==> src/rtl/fpu_pkg.sv <==
// Shared FPU definitions: rounding modes, per-format constants and the
// payload structs carried between the int2fp pipeline stages.
package fpu_pkg;

  typedef enum logic [2:0] {
    RM_RNE = 3'd0,
    RM_RTZ = 3'd1,
    RM_RDN = 3'd2,
    RM_RUP = 3'd3,
    RM_RMM = 3'd4
  } rm_e;

  localparam int MAX_IW = 64;
  localparam int MAX_EW = 11;

  function automatic int fw_of(input int w);
    return (w == 32) ? 23 : 52;
  endfunction

  function automatic int ew_of(input int w);
    return (w == 32) ? 8 : 11;
  endfunction

  function automatic int bias_of(input int w);
    return (w == 32) ? 127 : 1023;
  endfunction

  typedef struct packed {
    logic              sign;
    logic              zero;
    logic [MAX_IW-1:0] mag;
    rm_e               rm;
  } s1_t;

  typedef struct packed {
    logic              sign;
    logic              zero;
    logic [MAX_EW-1:0] exp;
    logic [MAX_IW-1:0] norm;
    rm_e               rm;
  } s2_t;

endpackage

==> src/rtl/find_first_set.sv <==
// Leading-one detector: pos is the index of the most significant set bit
// of vec (0 when vec is zero).
module find_first_set #(
  parameter int LG_N = 6
) (
  input  logic [(1<<LG_N)-1:0] vec,
  output logic [LG_N-1:0]      pos
);

  always_comb begin
    pos = '0;
    for (int i = 0; i < (1 << LG_N); i++) begin
      if (vec[i]) pos = LG_N'(i);
    end
  end

endmodule

==> src/rtl/fp_round_pack.sv <==
// Final int2fp stage: extracts mantissa/guard/sticky from the normalised
// magnitude, rounds (only when INT2FP_ROUND_EN is defined) and packs.
module fp_round_pack
  import fpu_pkg::*;
#(
  parameter int IW = 64,
  parameter int W  = 64
) (
  input  logic              sign,
  input  logic              zero,
  input  logic [MAX_EW-1:0] exp,
  input  logic [IW-1:0]     norm,
  input  rm_e               rm,
  output logic [W-1:0]      fp,
  output logic              nx
);

  localparam int FW = fw_of(W);
  localparam int EW = ew_of(W);

  logic [FW-1:0] mant;
  logic          guard;
  logic          sticky;
  logic [FW-1:0] mant_r;
  logic [EW-1:0] exp_r;

  // norm[IW-1] is the implicit leading one and never reaches the result.
  generate
    if (IW - 1 > FW + 1) begin : g_round
      logic unused_lead;
      assign unused_lead = norm[IW-1];
      assign mant   = norm[IW-2 -: FW];
      assign guard  = norm[IW-2-FW];
      assign sticky = |norm[IW-3-FW:0];
    end else begin : g_exact
      logic unused_lead;
      assign unused_lead = norm[IW-1];
      assign mant   = {norm[IW-2:0], {(FW-IW+1){1'b0}}};
      assign guard  = 1'b0;
      assign sticky = 1'b0;
    end
  endgenerate

  assign nx = guard | sticky;

`ifdef INT2FP_ROUND_EN
  logic        round_up;
  logic [FW:0] mant_sum;

  always_comb begin
    round_up = 1'b0;
    case (rm)
      RM_RTZ:  round_up = 1'b0;
      RM_RDN:  round_up = sign & nx;
      RM_RUP:  round_up = !sign & nx;
      RM_RMM:  round_up = guard;
      default: round_up = guard & (sticky | mant[0]);
    endcase
  end

  // An all-ones mantissa rounding up wraps to zero and bumps the exponent.
  assign mant_sum = {1'b0, mant} + (FW+1)'(round_up);
  assign mant_r   = mant_sum[FW-1:0];
  assign exp_r    = exp[EW-1:0] + EW'(mant_sum[FW]);
`else
  logic unused_rm;
  assign unused_rm = ^rm;
  assign mant_r    = mant;
  assign exp_r     = exp[EW-1:0];
`endif

  assign fp = zero ? '0 : {sign, exp_r, mant_r};

endmodule

==> src/rtl/int2fp_pipe.sv <==
// Three-stage integer-to-float converter with valid/ready backpressure,
// tag passthrough and flush. Define INT2FP_ROUND_EN for IEEE rounding; else RTZ.
module int2fp_pipe
  import fpu_pkg::*;
#(
  parameter int IW    = 64,
  parameter int W     = 64,
  parameter int TAG_W = 6
) (
  input  logic             clk,
  input  logic             reset,
  input  logic             flush,
  input  logic             in_valid,
  output logic             in_ready,
  input  logic [IW-1:0]    in_int,
  input  logic             in_signed,
  input  logic [2:0]       in_rm,
  input  logic [TAG_W-1:0] in_tag,
  output logic             out_valid,
  input  logic             out_ready,
  output logic [W-1:0]     out_fp,
  output logic             out_nx,
  output logic [TAG_W-1:0] out_tag
);

  localparam int LG_N = $clog2(IW);
  localparam int BIAS = bias_of(W);

  // Handshake: a stage loads when it is empty or its occupant moves on, so
  // in_ready chains combinationally back from out_ready; a beat transfers on
  // any clk edge where valid && ready.
  logic s1_valid, s2_valid;
  logic out_adv, s2_ld, s1_ld;

  assign out_adv  = !out_valid || out_ready;
  assign s2_ld    = !s2_valid || out_adv;
  assign s1_ld    = !s1_valid || s2_ld;
  assign in_ready = s1_ld && !flush;

  s1_t              s1_d, s1_q;
  s2_t              s2_d, s2_q;
  logic [TAG_W-1:0] s1_tag, s2_tag;
  logic [IW-1:0]    mag;
  logic             sgn;

  assign sgn = in_signed & in_int[IW-1];
  assign mag = sgn ? (~in_int + IW'(1)) : in_int;

`ifdef INT2FP_ROUND_EN
  rm_e rm_n;
  assign rm_n = (in_rm > 3'd4) ? RM_RNE : rm_e'(in_rm);
`else
  rm_e  rm_n;
  logic unused_rm;
  assign unused_rm = ^in_rm;
  assign rm_n      = RM_RTZ;
`endif

  always_comb begin
    s1_d      = '0;
    s1_d.sign = sgn;
    s1_d.zero = (in_int == '0);
    s1_d.mag  = MAX_IW'(mag);
    s1_d.rm   = rm_n;
  end

  logic [IW-1:0]   s1_mag;
  logic [LG_N-1:0] lead;
  logic [IW-1:0]   norm;

  assign s1_mag = s1_q.mag[IW-1:0];

  find_first_set #(.LG_N(LG_N)) u_ffs (
    .vec (s1_mag),
    .pos (lead)
  );

  // For power-of-two IW, ~lead equals IW-1-lead.
  assign norm = s1_mag << (~lead);

  always_comb begin
    s2_d      = '0;
    s2_d.sign = s1_q.sign;
    s2_d.zero = s1_q.zero;
    s2_d.exp  = MAX_EW'(BIAS) + MAX_EW'(lead);
    s2_d.norm = MAX_IW'(norm);
    s2_d.rm   = s1_q.rm;
  end

  logic [W-1:0] rp_fp;
  logic         rp_nx;

  fp_round_pack #(.IW(IW), .W(W)) u_round_pack (
    .sign (s2_q.sign),
    .zero (s2_q.zero),
    .exp  (s2_q.exp),
    .norm (s2_q.norm[IW-1:0]),
    .rm   (s2_q.rm),
    .fp   (rp_fp),
    .nx   (rp_nx)
  );

  always_ff @(posedge clk) begin
    if (!reset) begin
      s1_valid  <= 1'b0;
      s2_valid  <= 1'b0;
      out_valid <= 1'b0;
      s1_q      <= '0;
      s2_q      <= '0;
      s1_tag    <= '0;
      s2_tag    <= '0;
      out_fp    <= '0;
      out_nx    <= 1'b0;
      out_tag   <= '0;
    end else if (flush) begin
      s1_valid  <= 1'b0;
      s2_valid  <= 1'b0;
      out_valid <= 1'b0;
    end else begin
      if (s1_ld) begin
        s1_valid <= in_valid;
        if (in_valid) begin
          s1_q   <= s1_d;
          s1_tag <= in_tag;
        end
      end
      if (s2_ld) begin
        s2_valid <= s1_valid;
        if (s1_valid) begin
          s2_q   <= s2_d;
          s2_tag <= s1_tag;
        end
      end
      if (out_adv) begin
        out_valid <= s2_valid;
        if (s2_valid) begin
          out_fp  <= rp_fp;
          out_nx  <= rp_nx;
          out_tag <= s2_tag;
        end
      end
    end
  end

endmodule
==> config.mk <==
export PLATFORM = sky130hd
export DESIGN_NAME = int2fp_pipe
export DESIGN_NICKNAME = d
export VERILOG_FILES = /design/src/rtl/fpu_pkg.sv /design/src/rtl/find_first_set.sv /design/src/rtl/fp_round_pack.sv /design/src/rtl/int2fp_pipe.sv
export SDC_FILE = /design/constraint.sdc
export NUM_CORES = 1
export LEC_CHECK = 0
export ABC_AREA = 1
export CORE_UTILIZATION = 35
export DETAILED_ROUTE_END_ITERATION = 12
export PLACE_DENSITY_LB_ADDON = 0.2
export SLEW_MARGIN = 20
export SYNTH_ARGS = -nofsm -noshare
export SYNTH_HDL_FRONTEND = slang
export SYNTH_SLANG_ARGS = --single-unit
==> constraint.sdc <==
create_clock -name clk -period 4.6 [get_ports clk]
set_clock_uncertainty 0.15 [all_clocks]
set_input_delay 1.15 -clock clk [delete_from_list [all_inputs] [get_ports clk]]
set_output_delay 1.15 -clock clk [all_outputs]
set_load 0.02 [all_outputs]
[Word-level counts from Yosys, hierarchy flattened]
Index checks and enable logic that the tools add are counted.
Storage, ports and cells
  register bits: 228
  bits in latches: 0
  bits in writable memories: 0
  memory bits (read-only): 0
  output and inout bits: 73
  logic and storage cells: 103
  memories: 0
Cells by class
  add/sub/neg operators: 2
  $mul: 0
  div/mod/pow operators: 0
  order comparisons: 0
  eq/ne operators: 0
  shift operators: 1
  muxes and demuxes: 65
  bitwise logic cells: 6
  reductions and logical operators: 14
Operators with widths (count)
  6-bit 2-to-1 mux: 32
  64-bit 2-to-1 mux: 2
  5-bit 2-to-1 mux: 16
  64-bit by 1-bit adder with 64-bit output, second input constant: 1
  64-bit logical NOT: 1
  64-bit inverter: 1
  64-bit by 6-bit left shift with 63-bit output: 1
  4-bit 2-to-1 mux: 8
  3-bit 2-to-1 mux: 4
  10-bit by 6-bit adder with 11-bit output, first input constant: 1
  10-bit OR reduction: 1
  3-bit AND reduction: 3
  6-bit inverter: 1
  1-bit logical NOT: 4
  2-bit 2-to-1 mux: 2
  1-bit logical OR: 3
  1-bit inverter: 2
  2-bit OR reduction: 1
  1-bit bitwise AND: 1
  1-bit logical AND: 1
  1-bit 2-to-1 mux: 1
  1-bit bitwise OR: 1

[Depth between registers and ports, before layout]
Gate-level depths: netlist (run 1).
  depth after elaboration: 65
  gate-level depth with buffers: 75
  gate-level depth less buffers: 74

[By module]
Synthesis (run 1) repeated with hierarchy kept, for this count alone.
Unflattened totals
  cells, all modules: 2741
  area total of the unflattened synthesis: 15808.9 sq um
Modules (own cells, without submodules)
  int2fp_pipe: instances 1, cells each 2378, area each 14233.7 sq um, seq. area each 4624.4 sq um
  find_first_set: instances 1, cells each 217, area each 972.2 sq um, seq. area each 0.0 sq um
  fp_round_pack: instances 1, cells each 146, area each 603.1 sq um, seq. area each 0.0 sq um

[Least setup slack after synthesis (run 1)]
OpenSTA, ideal clock, no wires.
  kind: reg-to-reg
  start: reg s1_q (netlist bit s1_mag[2])
  end: reg s2_q[50] (netlist bit)
  library setup time: 0.128 ns
  arrival: 3.990 ns
  data required time: 4.322 ns
  setup slack: 0.332 ns
  stages on the path, launching flop included: 75
  buffers on the path: 2
  clock period less this slack: 4.268 ns
  cells stage by stage: dfxtp_1 > inv_2 > nand2_1 > nand2_1 > nand2_1 > nand2_1 > nand2_1 > nand2_1 > nand2_1 > nand2_1 > nand2_1 > nand2_1 > nand2_1 > nand2_1 > nand2_1 > nand2_1 > nand2_1 > nand2_1 > [39 not listed] > nand2_1 > nand2_1 > nand2_1 > nand2_1 > nand2_4 > nand2_2 > buf_6 > buf_6 > nand2_1 > nand3_1 > nand2_1 > nand2_1 > nand3_1 > nand2_1 > nand2_1 > nand2_1 > a21oi_1 > nor2_1
On the way
  cells in the longest elaborated chain, start to end: 64
RTL lines
  start, declared: RTL line int2fp_pipe.sv:40  | s1_t s1_d, s1_q;
  start signal, assigned: RTL line int2fp_pipe.sv:108  | s1_q <= '0;
  start signal, assigned: RTL line int2fp_pipe.sv:123  | s1_q <= s1_d;
  2-bit 2-to-1 mux (2 in a row): RTL line find_first_set.sv:13  | if (vec[i]) pos = LG_N'(i);
  3-bit 2-to-1 mux (4 in a row): RTL line find_first_set.sv:13
  4-bit 2-to-1 mux (8 in a row): RTL line find_first_set.sv:13
  5-bit 2-to-1 mux (16 in a row): RTL line find_first_set.sv:13
  6-bit 2-to-1 mux (32 in a row): RTL line find_first_set.sv:13
  6-bit inverter: RTL line int2fp_pipe.sv:79  | assign norm = s1_mag << (~lead);
  64-bit by 6-bit left shift with 63-bit output *: RTL line int2fp_pipe.sv:79
  end signal, assigned: RTL line int2fp_pipe.sv:109  | s2_q <= '0;
  end signal, assigned: RTL line int2fp_pipe.sv:130  | s2_q <= s2_d;
  end, declared: RTL line int2fp_pipe.sv:41  | s2_t s2_d, s2_q;
Mark *: on every way between the ends. The rest lies on a longest branch, timed or not.
A chain may end at the register's enable or synchronous reset.

[Final worst setup path (run 1)]
  start: reg s1_q (netlist bit s1_mag[1])
  end: reg s2_q[56] (netlist bit)
On the way
  cells in the longest elaborated chain, start to end: 65
RTL lines (RTL line)
  1-bit 2-to-1 mux: find_first_set.sv:13
  2-bit 2-to-1 mux (2 in a row): find_first_set.sv:13
  3-bit 2-to-1 mux (4 in a row): find_first_set.sv:13
  4-bit 2-to-1 mux (8 in a row): find_first_set.sv:13
  5-bit 2-to-1 mux (16 in a row): find_first_set.sv:13
  6-bit 2-to-1 mux (32 in a row): find_first_set.sv:13
  6-bit inverter: int2fp_pipe.sv:79
  64-bit by 6-bit left shift with 63-bit output *: int2fp_pipe.sv:79
Marked as above.

==> results.txt, run 1 <==
The flow ran to the end, but the final reports show violations. The final reports fail on negative setup slack. The critical path start-end classification is reg2reg. The worst-case setup margin in the final layout is -0.533 ns.

The count of standard-cell rows came out at 73. The root buffer cell is sky130_fd_sc_hd__clkbuf_16. The hold slack came out at 0.311 ns. The half-perimeter wire length after placement came out at 37,900 um. The accumulated negative setup slack is -30.91 ns. In the routed layout, each cell is associated on average with a via count of 5.34. The maximum fanout encountered on the critical timing path is 8. The max-slew violation count is 0.

The number of placed instances, taps included, is 3,008. Once layout is complete, the cells apart from fillers number 3,067. The total buffers and inverters traversed by the critical path came out at 3. The global-route usage over all layers is 24.5%.

The first-pass GRT wire length is 82,600 um. Counting flops with a built-in enable in the synthesized netlist gives 0. The final routed DRC violation total came out at 0.

TritonCTS built the clock tree. Sequential elements use 31.9% of the synthesized area. The count of H-tree levels built during CTS is 1. The clock transition at the registers of the reported paths came out at 0.06 ns. The final RePlAce weighted congestion came out at 0.992. OpenSTA, run right after detailed placement, puts the worst setup slack at -0.626 ns. The worst setup path is captured at a register. The total power consumption of the routed design came out at 0.00738 W. The synthesis-to-finish area growth is 37.7%.

The detail route stage leaves a number of antenna-violating nets equal to 0. The final number of hold-violating endpoints came out at 0. The power density over the cells came out at 375 nW/um2. The sum of overflow across all layers after global routing is 0. The number of inserted diodes is 0. For this run, the leading register cell type out of synthesis is sky130_fd_sc_hd__dfxtp_1. The total nets after synthesis came out at 2,415. STA classifies the critical path startpoint as a register. Clock latency on the worst-skew pair, taken at its later pin, is 0.55 ns. For the worst setup path, the data arrival time is 5.48 ns. Setup violations remaining at the end of the flow were counted as 73. Before antenna repair, the detailed router went through 5 iterations. The number of instances in the synthesized netlist is 2,334. The routed design has 52,100 um of wire. The leakage power figure came out at 8.31 nW. The width of the chip came out at 204 um.

The total number of vias came out at 16.4k. The flip-flop and latch count after synthesis is 228. The time the worst path needs with I/O delays and setup is 5.13 ns. The total clock buffers created by CTS is 26. The maximum operating frequency came out at 195 MHz.

Setup repair after global routing could not meet its margin everywhere. The number of global-route vias before repair came to 15.3k. Leaving out fill and tap cells, the most frequent cell in the layout is sky130_fd_sc_hd__nand3_1. On the critical path, the stage with the largest delay is an instance of sky130_fd_sc_hd__dfxtp_1. The count of different cell masters after synthesis came out at 36. The DRC marker count from the first detailed-route iteration is 1,489.

The max-cap violation count came out at 0. The number of input and output port buffers inserted came out at 148. For this configuration, the core starts out at a cell density of 35.8%. The layout cell share with drive strength beyond 1 came out at 20.1%. The synthesis warning total came out at 0. The path class of the tightest hold or removal check is reg2reg.

The peak per-stage delay on the critical path is 0.35 ns. The tree built by TritonCTS fans out to 228 sinks. The worst-margin pin slew is 0.949 ns.

The floorplan core area came out at 40,000 um2. The combined area of all synthesized cells is 14,300 um2. The most common cell type on the critical path is sky130_fd_sc_hd__nand2_1. The mean instance size in the synthesized netlist came out at 6.13 um2. The peak supply drop came out at 0.259 mV. The number of antenna violations at the first check in global routing came out at 0. In the finished design, the share of the clock period the worst path needs comes to 112%. The die is 204 um tall. STA puts the critical path data required time at 4.95 ns.

In this design, the largest share of critical-path delay is due to simple AND/OR/NAND/NOR gates. The number of nets in the finished design came out at 2,603. The die covers 41,700 um2. In the synthesized netlist the async set-or-reset flop fraction comes to 0%. 152 I/O pins were placed. In the layout the commonest cells are sky130_fd_sc_hd__nand3_1 (472), sky130_fd_sc_hd__nand2_1 (443), sky130_fd_sc_hd__dfxtp_1 (227), sky130_fd_sc_hd__inv_1 (195), sky130_fd_sc_hd__nand3_2 (166).

Dividing the detail-routed wire length by the instance count gives 17.0 um. Headroom to the max-slew limit came out at 36.7%. Entering global routing, the biggest net connects 72 pins.

The buffer depth of the longest clock path came out at 3.
sequential cells by signal, summed over array words and instances (netlist names):
register and flops:
out_fp 64, out_nx 1, out_tag 6, out_valid 1, s1_mag 64, s1_q 2
s1_tag 6, s1_valid 1, s2_q 76, s2_tag 6, s2_valid 1
worst reg2reg max path, delay by kind of cell (launching register included):
kind | cells | cell delay, ns
buf+inv | 3 | 0.43
simple gates | 71 | 4.14
flops | 1 | 0.35
per-stage QoR:
stage,cell area [um2],utilization [%]
after global placement,17200,43.0
final,19700,49.3
after global routing,19700,49.3
after floorplan,14300,-
after CTS,19200,47.9
after detailed placement,17200,43.0
per-layer routing:
layer	up-vias	wire length [um]	global-route usage, %
met3	81	3120	3.08
met1	7553	24300	34.5
met4	0	1350	6.93
met5	-	0	0
met2	513	23400	39.1
li1	8244	-	-
where the power goes:
group / switching, W / internal [W] / total [W] / leakage, nW
clock network: 0.000840 / 0.00131 / 0.00215 / 0.437
registers: 0.0000524 / 0.00205 / 0.00210 / 1.85
logic: 0.00203 / 0.00110 / 0.00313 / 6.02
worst paths after layout:
kind                      startpoint                 endpoint  slack, ns  cells after the start
max           s1_mag[1]$_SDFFE_PN0P_    s2_q[56]$_SDFFE_PN0P_      -0.53                     74
min          out_fp[56]$_SDFFE_PN0P_  out_fp[56]$_SDFFE_PN0P_       0.31                      2
max reg2reg   s1_mag[1]$_SDFFE_PN0P_    s2_q[56]$_SDFFE_PN0P_      -0.53                     74
min reg2reg  out_fp[56]$_SDFFE_PN0P_  out_fp[56]$_SDFFE_PN0P_       0.31                      2
what timing repair did:
item / CTS / global route
cloned: 2 / 3
hold buffers: 0 / 0
resized for setup: 221 / 101
setup endpoints to repair: 77 / 100
pin swaps: 51 / 37
buffers inserted: 3 / 3
cells by family (layout without fill, tap and decap cells):
kind of cell / count (synthesis) / count (layout) / synth area share [%]
AOI/OAI and AO/OA: 322 / 322 / 12.2
xor gates and xnor gates: 52 / 52 / 3.18
adders and majority gates: 2 / 2 / 0.175
buffers and inverters: 365 / 573 / 9.93
DFF: 228 / 228 / 31.9
and+or+nand+nor: 1365 / 1365 / 42.7
cell usage after synthesis (10+ instances only):
cell type	n	area (um2)
sky130_fd_sc_hd__o211ai_1	10	75.1
sky130_fd_sc_hd__a31oi_1	10	62.6
sky130_fd_sc_hd__o21ai_0	91	455
sky130_fd_sc_hd__nor2_1	137	514
sky130_fd_sc_hd__nand3_1	654	3270
sky130_fd_sc_hd__nand2_1	499	1870
sky130_fd_sc_hd__nor3_1	24	120
sky130_fd_sc_hd__buf_2	17	85.1
sky130_fd_sc_hd__nand4_1	16	100
sky130_fd_sc_hd__xnor2_1	21	184
sky130_fd_sc_hd__buf_1	13	48.8
sky130_fd_sc_hd__xor2_1	31	272
sky130_fd_sc_hd__inv_1	197	739
sky130_fd_sc_hd__nor4_1	25	156
sky130_fd_sc_hd__clkbuf_1	125	469
sky130_fd_sc_hd__a21oi_1	177	886
sky130_fd_sc_hd__dfxtp_1	228	4560
cell type report:
class | count | area [um2]
Fill cell | 4151 | 20300
Multi-Input combinational cell | 1741 | 9780
Sequential cell | 228 | 4570
Timing Repair Buffer | 319 | 3030
Inverter | 206 | 776
Clock buffer | 39 | 759
Tap cell | 525 | 657
Clock inverter | 9 | 134
Power figures use the tool's default switching activity.
==> run 2: changes to the inputs <==
ABC_AREA = 0   (was 1)
==> results.txt, run 2 <==
The run finished with clean final reports. The total clock buffers created by CTS came out at 26. Yosys attributes the largest share of cell area to sky130_fd_sc_hd__dfxtp_1 (31%), sky130_fd_sc_hd__mux2i_1 (12%), sky130_fd_sc_hd__nand2_1 (7.0%), sky130_fd_sc_hd__a21boi_0 (4.8%), sky130_fd_sc_hd__o211a_1 (4.1%). The number of buffers added for setup after CTS came out at 0.

The sort of element at the end of the critical path is a register. The number of input and output port buffers inserted is 148. Dividing the detail-routed via count by the number of cells gives 5.58. The critical path data required time came out at 4.88 ns. Summing all flip-flop and latch instances after layout gives 4560 um2. The synthesis warning total is 0. Traced cell by cell, the critical path runs through clkdlybuf4s50_1 > or4_4 > or4_4 > or4_4 > or4_4 > or4_4 > o21ai_1 > xor2_1 > nand2_1 > o211a_1. The total area of multi-input combinational cells came out at 9310 um2. The first-pass GRT wire length is 74,400 um.

The peak supply drop came out at 0.220 mV. The critical path data arrival time came out at 4.69 ns. The layout cell share with drive strength beyond 1 came out at 11.6%. The flip-flop count of the largest register, all copies and words added came out at 76. At the end of routability-driven placement, the weighted congestion stood at 0.939. The peak per-stage delay on the critical path is 0.57 ns. The number of nets with antenna violations after detailed routing came out at 0. The pin count of the biggest net entering global routing is 146. The max-slew headroom at the worst pin is 36.8%.

The post-route fraction of the period consumed by the critical path is 95.8%. The worst hold path belongs to the class reg2reg. The most used flip-flop cell after synthesis is sky130_fd_sc_hd__dfxtp_1. The half-perimeter wire length after placement came out at 36,000 um.

The worst setup path is launched from a primary input. In the synthesized netlist, the cells that appear most often are sky130_fd_sc_hd__nand2_1 (272), sky130_fd_sc_hd__dfxtp_1 (228), sky130_fd_sc_hd__mux2i_1 (173). The count of placed standard cells including taps came out at 2,392. The worst-case setup margin in the final layout is 0.192 ns. The clock transition at the registers of the reported paths came out at 0.06 ns.

In this run the clock root is driven by a sky130_fd_sc_hd__clkbuf_16. The floorplan has 74 rows. The count of hold buffers inserted by post-cts repair is 0.

The floorplan step set the die width to 206 um. The worst-margin pin slew is 0.946 ns. The synthesized netlist occupies a cell area of 14,500 um2. The number of global-route vias before repair is 13.0k. The total of cells resized after clock tree synthesis is 0.

The height of the die came out at 206 um. The number of standard cells in the layout, taps in and fillers out is 2,440. The number of nets in the finished design came out at 1,969. The count of flip-flops with a built-in enable after synthesis is 0. After layout, the minimum clock period comes to 4.41 ns.

152 I/O pins were placed. The sum of routed wire length over all layers is 47,700 um. The routed length per instance is 19.5 um. After floorplanning, the core was sized to cover 40,800 um2. Each instance of the synthesized netlist takes up on average 8.29 um2. The sink count of the clock tree came out at 228.

The share of the core filled with cells is 43.6%. The number of antenna violations at the first check in global routing came out at 0. The global-route usage over all layers is 22.3%. The share of synthesized flip-flops with an asynchronous set or reset is 0%. For this block, the via count after detailed routing is 13.6k. By instance count, the cell type seen most on the critical path is sky130_fd_sc_hd__or4_4. The slowest library cell on the worst path is sky130_fd_sc_hd__or4_4. Ranked by flip-flop count, first place goes to s2_q. The final setup violation count came out at 0.

In this run the number of H-tree levels came out at 1. The detailed router finished its first iteration with 936 violations. The sequential area share after synthesis came out at 31.5%.

The leakage power figure is 7.13 nW. The synthesis-to-finish area growth came out at 22.8%. The final-layout fill cell count is 4,037.

The max-cap violation count came out at 0. The total nets after synthesis is 1,831. The total buffers and inverters traversed by the critical path came out at 1. The overall die area is 42,300 um2. The share of synthesized area in the top cell type comes to 31.5%. The sum of overflow across all layers after global routing came out at 0. TritonCTS built the clock tree. By startpoint and endpoint, the worst setup path is classified as in2reg. The worst slack after detailed placement is -0.365 ns.

The count of different cell masters after synthesis is 70. The biggest area contributor in the post-synthesis netlist is sky130_fd_sc_hd__dfxtp_1. The number of detailed-routing iterations run before antenna repair is 7. The final number of hold-violating endpoints came out at 0.

For this run, design rule violations remaining after detail routing come to 0. Grouping stages by cell kind, the critical path spends the most delay in simple AND/OR/NAND/NOR gates. The clock network latency to the later pin of the worst-skew pair is 0.54 ns.

The buffer depth of the longest clock path came out at 3. The maximum fanout encountered on the critical timing path is 4. The max-slew violation count came out at 0.

The library cells used most frequently in the layout, excluding fill and tap cells, are sky130_fd_sc_hd__nand2_1 (272), sky130_fd_sc_hd__dfxtp_1 (228), sky130_fd_sc_hd__mux2i_1 (173), sky130_fd_sc_hd__clkdlybuf4s50_1 (147), sky130_fd_sc_hd__buf_4 (104). The cell count after synthesis came out at 1,750. The maximum operating frequency came out at 227 MHz.

The effective utilization at floorplan came out at 35.5%. Setup repair after global routing left no endpoint under its margin. The flip-flop and latch count after synthesis is 228. In this run the power density over the cells is 354 nW/um2. By instance count, the leading cell after synthesis is sky130_fd_sc_hd__nand2_1. Leaving out fill and tap cells, the most frequent cell in the layout is sky130_fd_sc_hd__nand2_1.
[run 2: changes by cell type after synthesis, sizes merged, moves of 59 or more]
cell	change
nand3	-626
mux2i	+173
a21boi	+93
inv	-187
nand2	-232
nand3b	+66
o211a	+59
a21oi	-120
nor2	-68
[run 2: metrics by stage]
stage               setup TNS, ns  cell area, um2  hold slack [ns]  total power (W)
floorplan                       0           14500            0.266          0.00350
finish                          0           17800            0.291          0.00630
global route                    0           17800            0.327          0.00659
CTS                             0           17800            0.297          0.00632
detailed placement          -2.30           17000            0.291          0.00425
global placement            -1.97           17000            0.284          0.00423
[run 2: final timing paths]
check | startpoint | endpoint | slack [ns] | cells past startpoint
hold reg to reg | s2_q[34]$_SDFFE_PN0P_ | s2_q[34]$_SDFFE_PN0P_ | 0.29 | 2
hold / removal | s2_q[34]$_SDFFE_PN0P_ | s2_q[34]$_SDFFE_PN0P_ | 0.29 | 2
setup reg to reg | s1_mag[58]$_SDFFE_PN0P_ | s2_q[55]$_SDFFE_PN0P_ | 0.46 | 12
setup / recovery | in_int[16] | s1_mag[58]$_SDFFE_PN0P_ | 0.19 | 10
[run 2: cell families (layout without fill, tap and decap cells)]
| logic type | Yosys count | count (layout) | synth area share, % |
|---|---|---|---|
| and+or+nand+nor | 605 | 605 | 20.8 |
| other | 0 | 1 | 0 |
| DFF | 228 | 228 | 31.5 |
| buffers and inverters | 163 | 320 | 4.62 |
| adders and majority gates | 2 | 2 | 0.172 |
| xor gates and xnor gates | 62 | 62 | 3.74 |
| muxes | 219 | 219 | 15.6 |
| AOI/OAI and AO/OA | 471 | 471 | 23.7 |
[run 2: worst register-to-register path: stages (launching register included)]
cell,delay [ns]
sky130_fd_sc_hd__dfxtp_1,0.39
sky130_fd_sc_hd__or4_1,0.61
sky130_fd_sc_hd__o21ai_2,0.29
sky130_fd_sc_hd__a31o_2,0.33
sky130_fd_sc_hd__nor2b_4,0.26
sky130_fd_sc_hd__buf_12,0.25
sky130_fd_sc_hd__mux2i_1,0.39
sky130_fd_sc_hd__mux2i_1,0.16
sky130_fd_sc_hd__mux2_2,0.29
sky130_fd_sc_hd__mux2i_1,0.22
sky130_fd_sc_hd__buf_4,0.18
sky130_fd_sc_hd__nor2_1,0.04
sky130_fd_sc_hd__or4_1,0.46
[run 2: area by class of cell]
| type | count | area share [%] |
|---|---|---|
| antenna | 1 | 0.0140 |
| clock buffer | 37 | 4.16 |
| clock inverter | 10 | 0.646 |
| inverter | 17 | 0.358 |
| multi-input combinational | 1359 | 52.3 |
| sequential | 228 | 25.6 |
| tap | 532 | 3.74 |
| timing repair buffer | 256 | 13.2 |
[run 2: layer usage]
metal / global-route usage (%) / part of all wire [%] / up-vias
met1: 29.6 / 46 / 6499
met5: 0 / 0 / -
met2: 37.4 / 46 / 390
met3: 3.14 / 5.5 / 66
met4: 6.11 / 2.3 / 0
li1: - / - / 6668
[run 2: where the power goes]
part | leakage [nW] | switching [W] | internal, W
Sequential | 1.85 | 0.0000995 | 0.00204
Combinational | 4.85 | 0.00122 | 0.000884
Clock | 0.426 | 0.000828 | 0.00123
Total | 7.13 | 0.00215 | 0.00415
==> run 3: changes to the inputs <==
CTS_CLUSTER_SIZE = 16   (was default)
==> results.txt, run 3 (synthesized netlist as in run 2, its figures left out) <==
The routed via count divided by cell count is 5.58. Counting buffers and inverters, the worst setup path is 10 cells deep. The count of hold buffers inserted by post-cts repair is 0. The effective utilization at floorplan came out at 35.5%.

The number of standard cells in the layout, taps in and fillers out is 2,438. The worst setup path is launched from a primary input. The number of buffers added for setup after CTS is 0. The run finished with clean final reports. Gates resized during post-CTS repair numbered 0.

The worst-case setup margin in the final layout is 0.191 ns. The maximum operating frequency is 227 MHz. The accumulated negative setup slack is 0 ns. The worst register-to-register path ends at s2_q[55]$_SDFFE_PN0P_. The number of inserted diodes is 0. Entering global routing, the biggest net connects 146 pins. The width of the chip came out at 206 um. The top-level port count is 152. Setup repair after global routing left no endpoint under its margin. The buffer depth of the longest clock path is 3.

After filler insertion, the fill cell instance count of the layout stands at 4,035. The final routed DRC violation total is 0. The die covers 42,300 um2.

The worst hold path belongs to the class reg2reg. The routed length per instance came out at 19.5 um. Compared with the post-synthesis result, the final layout area differs by 22.8%. The maximum fanout encountered on the critical timing path came out at 4. Once placement finished, the instance area stood at 17,000 um2.

Measured in cells, the most critical reg-to-reg path has a length of 12. The total area of multi-input combinational cells is 9310 um2. After routing the design area is 17,800 um2.

The critical path data required time came out at 4.88 ns. The worst slack after detailed placement came out at -0.365 ns. The design draws 0.00631 W.

The half-perimeter wire length after placement is 36,000 um. The sum of routed wire length over all layers came out at 47,600 um. By instance count, the cell type seen most on the critical path is sky130_fd_sc_hd__or4_4. The total buffers and inverters traversed by the critical path came out at 1.

Before antenna repair, the detailed router went through 5 iterations. The critical path data arrival time is 4.69 ns. The number of antenna violations at the first check in global routing came out at 0. In this run the core area contains 74 standard-cell rows.

The floorplan core area came out at 40,800 um2. After the first detailed-routing iteration, the DRC count stood at 920. In this run the number of H-tree levels came out at 1. The timing endpoint of the critical path is s1_mag[58]$_SDFFE_PN0P_. The top cell types in the final layout, fill and taps aside, are sky130_fd_sc_hd__nand2_1 (272), sky130_fd_sc_hd__dfxtp_1 (228), sky130_fd_sc_hd__mux2i_1 (173), sky130_fd_sc_hd__clkdlybuf4s50_1 (147), sky130_fd_sc_hd__buf_4 (104).

The layout cell share with drive strength beyond 1 came out at 11.6%. The post-route fraction of the period consumed by the critical path is 95.9%. In this run the static leakage power is 7.14 nW.

The clock network latency to the later pin of the worst-skew pair came out at 0.54 ns. In this run, CTS created clock tree buffers numbering 26. The root buffer cell is sky130_fd_sc_hd__clkbuf_16.

The register bank with the most flops is s2_q. The sort of element at the end of the critical path is a register. The number of nets with antenna violations after detailed routing came out at 0. CTS saw 228 sinks. The power density over the cells is 354 nW/um2. On the worst path, the slowest cell contributes a delay of 0.57 ns. After clock tree synthesis, the clock-pin slew on the worst setup and hold paths is 0.06 ns. Max-cap violations in this run came to 0.

The final number of hold-violating endpoints came out at 0. Measured against its own limit, the worst slew margin works out to 36.8%. Setup violations remaining at the end of the flow were counted as 0. The height of the die came out at 206 um. The max-slew violation count came to 0. The peak supply drop came out at 0.221 mV.

The global-route usage over all layers is 22.3%. The sum of overflow across all layers after global routing came out at 0. The worst setup path is of the in2reg kind. The number of input and output port buffers inserted is 148. The first-pass GRT wire length came out at 74,400 um.

The reg-to-reg setup timing slack is 0.43 ns. The total number of vias came out at 13.6k. The number of nets in the finished design came out at 1,969. The number of global-route vias before repair came to 13.0k.

The clock period could shrink to 4.41 ns. Walking the worst path, the cells encountered are clkdlybuf4s50_1 > or4_4 > or4_4 > or4_4 > or4_4 > or4_4 > o21ai_1 > xor2_1 > nand2_1 > o211a_1. Leaving out fill and tap cells, the most frequent cell in the layout is sky130_fd_sc_hd__nand2_1.

For this design, the slowest cell found on the critical path is sky130_fd_sc_hd__or4_4. Tracing the worst setup path back leads to its startpoint at in_int[16]. The final RePlAce weighted congestion is 0.939. In this design, the largest share of critical-path delay is due to simple AND/OR/NAND/NOR gates.

The startpoint identified for the worst register-to-register timing path is s1_mag[58]$_SDFFE_PN0P_. Across the whole layout, storage elements account for 4560 um2. The count of placed standard cells including taps came out at 2,392. The register with the most flip-flops in the layout has 76 of them. TritonCTS built the clock tree. The worst-margin pin slew came out at 0.946 ns.
[run 3: metrics by stage]
stage / util, % / hold WS [ns]
2_1_floorplan: - / 0.266
3_5_place_dp: 41.5 / 0.291
4_1_cts: 43.6 / 0.297
3_3_place_gp: 41.5 / 0.284
5_1_grt: 43.6 / 0.327
6_report: 43.6 / 0.293
[run 3: where the power goes]
part	internal (W)	total, W	leakage, nW	switching [W]
Clock	0.00124	0.00207	0.431	0.000828
Sequential	0.00204	0.00214	1.85	0.0000993
Combinational	0.000884	0.00210	4.85	0.00122
Total	0.00416	0.00631	7.14	0.00214
[run 3: layout make-up]
class                   count  area share [%]
multi-input cells        1359            52.3
repair buffers            256            13.2
clock inverters            10           0.646
inverters                  17           0.358
well taps                 532            3.74
flip-flops and latches    228            25.6
clock buffers              36            4.20
[run 3: layer usage]
metal / share of wire (%) / track usage (%) / routed length [um]
met1: 46 / 29.6 / 22100
met2: 47 / 37.4 / 22200
met3: 4.8 / 3.14 / 2310
met4: 2.3 / 6.11 / 1090
met5: 0 / 0 / 0
[run 3: tightest hold or removal path, delay by kind of cell (launching register included)]
| family | cells | cell delay [ns] |
|---|---|---|
| flops | 1 | 0.31 |
| simple gates | 2 | 0.09 |
[run 3: how the worst min path moves through the flow]
stage | from | to | slack (ns) | cells past startpoint
5_1_grt | out_fp[61]$_SDFFE_PN0P_ | out_fp[61]$_SDFFE_PN0P_ | 0.33 | 2
4_1_cts | s2_q[34]$_SDFFE_PN0P_ | s2_q[34]$_SDFFE_PN0P_ | 0.30 | 2
2_1_floorplan | s2_q[34]$_SDFFE_PN0P_ | s2_q[34]$_SDFFE_PN0P_ | 0.27 | 2
3_3_place_gp | s2_q[34]$_SDFFE_PN0P_ | s2_q[34]$_SDFFE_PN0P_ | 0.28 | 2
6_report | s2_q[34]$_SDFFE_PN0P_ | s2_q[34]$_SDFFE_PN0P_ | 0.29 | 2
3_5_place_dp | s2_q[34]$_SDFFE_PN0P_ | s2_q[34]$_SDFFE_PN0P_ | 0.29 | 2
